==> config.mk <==
export PLATFORM = sky130hd
export DESIGN_NAME = uart_tx_serializer
export DESIGN_NICKNAME = d
export VERILOG_FILES = /design/src/rtl/uart_tx_serializer.sv
export SDC_FILE = /design/constraint.sdc
export NUM_CORES = 1
export LEC_CHECK = 0
export ABC_AREA = 0
export CORE_MARGIN = 3
export CORE_UTILIZATION = 26
export DETAILED_ROUTE_END_ITERATION = 6
export PLACE_DENSITY = 0.44
export SYNTH_ARGS = -nofsm -noshare
export SYNTH_HDL_FRONTEND = slang
export SYNTH_SLANG_ARGS = --single-unit
==> constraint.sdc <==
create_clock -name clk -period 2.1 [get_ports clk]
set_input_delay 0.42 -clock clk [delete_from_list [all_inputs] [get_ports clk]]
set_output_delay 0.42 -clock clk [all_outputs]
set_load 0.02 [all_outputs]
==> src/rtl/uart_tx_serializer.sv <==
// ============================================================================
//  Module      : uart_tx_serializer
//  Description : UART transmit serializer. Accepts one word over a
//                valid/ready handshake and shifts it out LSB-first as
//                start bit, DATA_BITS data bits, optional even-parity bit
//                and STOP_BITS stop bits. The line advances one bit per
//                baud_tick and idles high.
//                Optional parity bit: define UART_TX_PARITY_EN.
//  Revision    : 1.0 - initial release
// ============================================================================
`default_nettype none

module uart_tx_serializer #(
  parameter int DATA_BITS = 8,
  parameter int STOP_BITS = 1
) (
  input  logic                 clk,
  input  logic                 reset,      // asynchronous, active low
  input  logic                 baud_tick,
  input  logic [DATA_BITS-1:0] tx_data,
  input  logic                 tx_valid,
  output logic                 tx_ready,
  output logic                 tx_busy,
  output logic                 tx_done,
  output logic                 tx
);

  localparam int CNT_W = (DATA_BITS > 1) ? $clog2(DATA_BITS) : 1;
  localparam logic [CNT_W-1:0] LAST_BIT  = CNT_W'(DATA_BITS - 1);
  localparam logic             LAST_STOP = 1'(STOP_BITS - 1);

  typedef enum logic [2:0] {
    IDLE   = 3'd0,
    SYNC   = 3'd1,
    START  = 3'd2,
    DATA   = 3'd3,
`ifdef UART_TX_PARITY_EN
    PARITY = 3'd4,
`endif
    STOP   = 3'd5
  } state_t;

  state_t               state, state_next;
  logic [DATA_BITS-1:0] shift, shift_next;
  logic [CNT_W-1:0]     bit_cnt, bit_cnt_next;
  logic                 stop_cnt, stop_cnt_next;
  logic                 tx_next;
`ifdef UART_TX_PARITY_EN
  logic                 parity, parity_next;
`endif

  // State, datapath and registered handshake outputs; reset forces the line high at once.
  always_ff @(posedge clk or negedge reset) begin
    if (!reset) begin
      state    <= IDLE;
      shift    <= '0;
      bit_cnt  <= '0;
      stop_cnt <= 1'b0;
      tx       <= 1'b1;
      tx_ready <= 1'b1;
      tx_busy  <= 1'b0;
`ifdef UART_TX_PARITY_EN
      parity   <= 1'b0;
`endif
    end else begin
      state    <= state_next;
      shift    <= shift_next;
      bit_cnt  <= bit_cnt_next;
      stop_cnt <= stop_cnt_next;
      tx       <= tx_next;
      // Ready/busy track the state the FSM is entering so they change with it.
      tx_ready <= (state_next == IDLE);
      tx_busy  <= (state_next != IDLE);
`ifdef UART_TX_PARITY_EN
      parity   <= parity_next;
`endif
    end
  end

  // Next-state and datapath logic; every bit transition after accept waits for baud_tick.
  always_comb begin
    state_next    = state;
    shift_next    = shift;
    bit_cnt_next  = bit_cnt;
    stop_cnt_next = stop_cnt;
    tx_next       = tx;
    tx_done       = 1'b0;
`ifdef UART_TX_PARITY_EN
    parity_next   = parity;
`endif

    case (state)
      IDLE: begin
        // Ticks here are ignored; the start bit is aligned to the grid in SYNC.
        if (tx_valid) begin
          shift_next  = tx_data;
`ifdef UART_TX_PARITY_EN
          parity_next = ^tx_data;
`endif
          state_next  = SYNC;
        end
      end

      SYNC: begin
        if (baud_tick) begin
          tx_next    = 1'b0;
          state_next = START;
        end
      end

      START: begin
        if (baud_tick) begin
          tx_next      = shift[0];
          shift_next   = {1'b0, shift[DATA_BITS-1:1]};
          bit_cnt_next = '0;
          state_next   = DATA;
        end
      end

      DATA: begin
        if (baud_tick) begin
          if (bit_cnt == LAST_BIT) begin
`ifdef UART_TX_PARITY_EN
            tx_next       = parity;
            state_next    = PARITY;
`else
            tx_next       = 1'b1;
            stop_cnt_next = 1'b0;
            state_next    = STOP;
`endif
          end else begin
            tx_next      = shift[0];
            shift_next   = {1'b0, shift[DATA_BITS-1:1]};
            bit_cnt_next = bit_cnt + 1'b1;
          end
        end
      end

`ifdef UART_TX_PARITY_EN
      PARITY: begin
        if (baud_tick) begin
          tx_next       = 1'b1;
          stop_cnt_next = 1'b0;
          state_next    = STOP;
        end
      end
`endif

      STOP: begin
        if (baud_tick) begin
          if (stop_cnt == LAST_STOP) begin
            // The done pulse marks the tick that closes the last stop bit.
            tx_done    = 1'b1;
            state_next = IDLE;
          end else begin
            stop_cnt_next = stop_cnt + 1'b1;
          end
        end
      end

      default: begin
        tx_next    = 1'b1;
        state_next = IDLE;
      end
    endcase
  end

endmodule

`default_nettype wire

Yosys cells after proc, flatten, opt, wreduce, memory -nomap -nowiden
Index checks and enable logic that the tools add are counted.

storage, ports and cells
  input port bits = 12
  bits in registers = 18

operators by class
  eq/ne operators = 12
  mux-type cells = 30
  reduce and logical (&&, ||, !) cells = 11
  bitwise logic cells = 1
  $add $sub $neg = 2

operators with widths
  kind                                                                    number
  8-bit 2-to-1 mux                                                        4
  3-bit 2-to-1 mux                                                        10
  8-bit one-hot mux with 3 select lines                                   1
  3-bit one-hot mux with 5 select lines                                   1
  2-bit != test (second input constant)                                   7
  4-bit AND reduction                                                     3
  1-bit 2-to-1 mux                                                        11
  3-bit by 2-bit equality test with 1-bit output (second input constant)  2
  3-bit equality test (second input constant)                             2
  3-bit zero test                                                         2
  3-bit one-hot mux with 2 select lines                                   1
  3-bit nonzero test                                                      2
  5-bit AND reduction                                                     1
  1-bit one-hot mux with 4 select lines                                   1
  2-bit nonzero test                                                      2
  3-bit by 1-bit adder with 3-bit output (second input constant)          1
  3-bit by 1-bit equality test with 1-bit output (second input constant)  1
  1-bit one-hot mux with 2 select lines                                   1
  2-bit OR reduction                                                      1
  1-bit adder (second input constant)                                     1
  1-bit NOT                                                               1

Depth between registers and ports, before layout
Gate-level depths: netlist (run 1).

  word-level depth = 5
  gate-level depth with buffers = 5
  depth with buffers taken out = 5

Worst setup path before layout (run 1)
No wires, ideal clock.

  path kind = flip-flop to output port
  start = register state[2]
  end = output tx_done
  data arrival time = 1,228 ps
  path buffers = 2
  stages on the path, launching flop included = 5
  path slack = 452 ps
  cells stage by stage = dfrtp_1 -> buf_4 -> inv_2 -> buf_2 -> nor3_1

between the ends
  longest elaborated chain between the ends = 2

ends and longest elaborated chain
  what                      RTL line  source
  start: declaration        43        state_t state, state_next;
  start signal: assignment  66        state <= state_next;
  3-bit equality test       92        case (state)
  1-bit 2-to-1 mux          92
  end: declaration          24        output logic tx_done,

No other way between the ends.

Worst setup path after layout (run 1)
  start = input baud_tick
  end = output tx_done

between the ends
  longest elaborated chain between the ends = 2

ends and longest elaborated chain
  what                RTL line  source
  start: declaration  19        input logic baud_tick,
  1-bit 2-to-1 mux    150       if (baud_tick) begin
  1-bit 2-to-1 mux    92

No other way between the ends.

==> results of run 1 <==
## layout by cell type, fill, tap and decap left out, types with 3 or more instances in the layout
master / Yosys / layout
dfrtp_1: 15 / 15
o21ai_0: 5 / 5
a31oi_1: 7 / 7
nand2_1: 5 / 5
clkdlybuf4s50_1: 0 / 14
clkbuf_4: 0 / 3
nor2_1: 3 / 3
a311oi_1: 8 / 8
inv_1: 4 / 4
mux2i_1: 7 / 7
a21oi_1: 4 / 4
buf_4: 3 / 9
nand3_1: 3 / 3
## cells by family after synthesis
family	after synthesis	synth area share
compound gates	31	0.230
simple gates	23	0.143
flops	17	0.454
buf+inv	12	0.0717
mux	7	0.0744
fa+ha+maj	2	0.0266
## worst max-delay path by stage
| stage | slack, ps | end | cells past startpoint | start |
|---|---|---|---|---|
| after floorplan | 450 | tx_done | 4 | state[2] |
| after global routing | 120 | tx_done | 4 | baud_tick |
| after detailed placement | -110 | tx_done | 4 | baud_tick |
| final | 200 | tx_done | 4 | baud_tick |
| after CTS | 180 | tx_done | 4 | baud_tick |
| after global placement | -100 | tx_done | 4 | baud_tick |
## metrics by stage
step | cell area (µm²) | util | hold slack [ps]
finish | 1190 | 0.350 | 437
global route | 1190 | 0.350 | 437
CTS | 1190 | 0.350 | 432
global placement | 1170 | 0.342 | 452
detailed placement | 1170 | 0.342 | 464
floorplan | 942 | - | 124
## per-layer routing
| layer | vias to the layer above | routed length (µm) |
|---|---|---|
| li1 | 395 | - |
| met1 | 384 | 990 |
| met2 | 11 | 1030 |
| met3 | 2 | 68 |
| met4 | 0 | 21 |
| met5 | - | 0 |
## repair_timing
item                                    CTS  global route
endpoints found under the setup margin    1             0
setup buffers                             0             0
resized for setup                         1             0
endpoints found under the hold margin     0             0
## layout make-up
class                   instances  area [µm²]  area share
flip-flops and latches         17         428       0.358
multi-input cells              63         447       0.374
clock buffers                   3        22.5      0.0188
clock inverters                 1        5.00     0.00419
inverters                       5        18.8      0.0157
repair buffers                 24         216       0.181
well taps                      46        57.6      0.0482
## flip-flops by register name, summed over array words and instances, names as in the netlist
signal / count
bit_cnt: 3
shift: 8
state: 3
tx: 1
tx_busy: 1
tx_ready: 1
## where the power goes
part	leakage (nW)	switching, mW	internal (mW)
Clock	0.0177	0.103	0.0707
Sequential	0.189	0.0615	0.450
Combinational	0.305	0.310	0.259
Total	0.512	0.475	0.781
==> results.yml, run 1 <==
synthesis:
  synth_cell_types: 32
  synth.most_common_cell: "dfrtp_1"
  yosys-top-cells-count: "15 x dfrtp_1, 8 x a311oi_1, 7 x a31oi_1, 7 x mux2i_1"
  syn-num-nets: 106
  ys_ff_latch: 17
  synth_largest_area_cell: "dfrtp_1"
  async_flop_share: 1.00
  synthCells: 92
  synth_top_area_share: 0.398
  seq_area_frac_synth: 0.454
  yosysWarnings: 0
  postSynthAreaPerCell_um2: 10.2
  synth_area_leaders: "dfrtp_1 40%, a311oi_1 7.4%, mux2i_1 7.4%"
  synth_area_um2: 942
  synth_edf_count: 0
  synth_ff_type: "dfrtp_1"
drt:
  firstDrtPassIters: 4
  drc: 0
  drt-wirelength-per-cell_um: 13.3
  wirelength_um: 2110
  drtIter0Drc: 47
  vias: 792
  viasPerCell: 4.98
  antenna_left: 0
pwr:
  power_mw: 1.26
  ir_worst_vdd_uv: 365
  power_density_mw_per_mm2: 1050
  p_leak_nw: 0.512
worst_setup_path:
  critPathTopFamily: "buffers and inverters"
  r2r_start: "bit_cnt[0]"
  cp_max_fo: 2
  reg2reg_to: "shift[7]"
  cp_slowest_cell: "clkdlybuf4s50_1"
  worstSetupPathType: "in2out"
  crit_buf_inv: 3
  critPathMaxStageDelay_ps: 480
  worstPathArrival_ps: 1480
  regToRegSetupSlack_ps: 440
  path_cells: "clkdlybuf4s50_1 > inv_1 > nor3_1 > dlygate4sd2_1"
  crit_required_ps: 1680
  cp-end-kind: "output port"
  r2r_cells: 5
  cp-start-kind: "input pin"
place:
  dp.cells: 155
  dp_slack_ps: -113
  gp_congestion: 0.713
  port_buffers: 15
  dpl.hpwl_um: 1520
cts:
  htreeDepth: 1
  tritoncts: "done"
  path_clk_slew_ps: 110
  cts_made_buffers: 3
  cts.path.max_buffers: 2
  cts-root-buf: "clkbuf_4"
  ctsHoldBuffers: 0
  clk_latency_ps: 290
  cts_sinks: 17
final_layout:
  area_growth_pct: 26.8
  layout-drive-gt1-share: 0.168
  nNetsFinal: 128
  fillers: 367
  antenna_cells: 0
  fin_cells: 159
timing:
  layout_setup_ws_ps: 202
  post-route-period-util: 0.904
  setup_viol_count_final: 0
  rsz0062_at_grt: "no"
  fmax_mhz: 527
  worst_pin_slew_ps: 393
  fin_skew_ps: 13.8
  period_minus_slack_ps: 1900
  fin_tns_setup_ps: 0
  final-max-slew-violation-count: 0
  slew_headroom: 0.732
  finalHoldViolations: 0
floorplan:
  dieArea_mm2: 0.00438
  num_rows: 21
  die_w_um: 66.2
  core_mm2: 0.00342
  start_util: 0.276
  die-height_um: 66.2
  ios: 16
global_route:
  grt_pass1_vias: 762
  grt_usage: 0.110
  gr-usage-met3: 0.0408
  met1_usage: 0.147
  grt_max_degree: 20
  grt_pass1_wl_um: 3650
  antenna_found_initial: 0
  busiest_layer: "met2"
  overflow: 0
  grtUsageMet2: 0.166
run_status:
  status: "completed"
min_path:
  hp-class: "in2async"
job:
  drv_cap: 0
Note: power is estimated with default switching activity, not from simulation.
==> run 2: changes to the inputs <==
--- a/config.mk
+++ b/config.mk
@@ -6,10 +6,12 @@
 export NUM_CORES = 1
 export LEC_CHECK = 0
 export ABC_AREA = 0
+export CAP_MARGIN = 10
 export CORE_MARGIN = 3
 export CORE_UTILIZATION = 26
 export DETAILED_ROUTE_END_ITERATION = 6
 export PLACE_DENSITY = 0.44
+export SETUP_SLACK_MARGIN = 0.1
 export SYNTH_ARGS = -nofsm -noshare
 export SYNTH_HDL_FRONTEND = slang
 export SYNTH_SLANG_ARGS = --single-unit
==> results of run 2 <==
No change in the layout: final DEF, timing and power equal those of run 1.
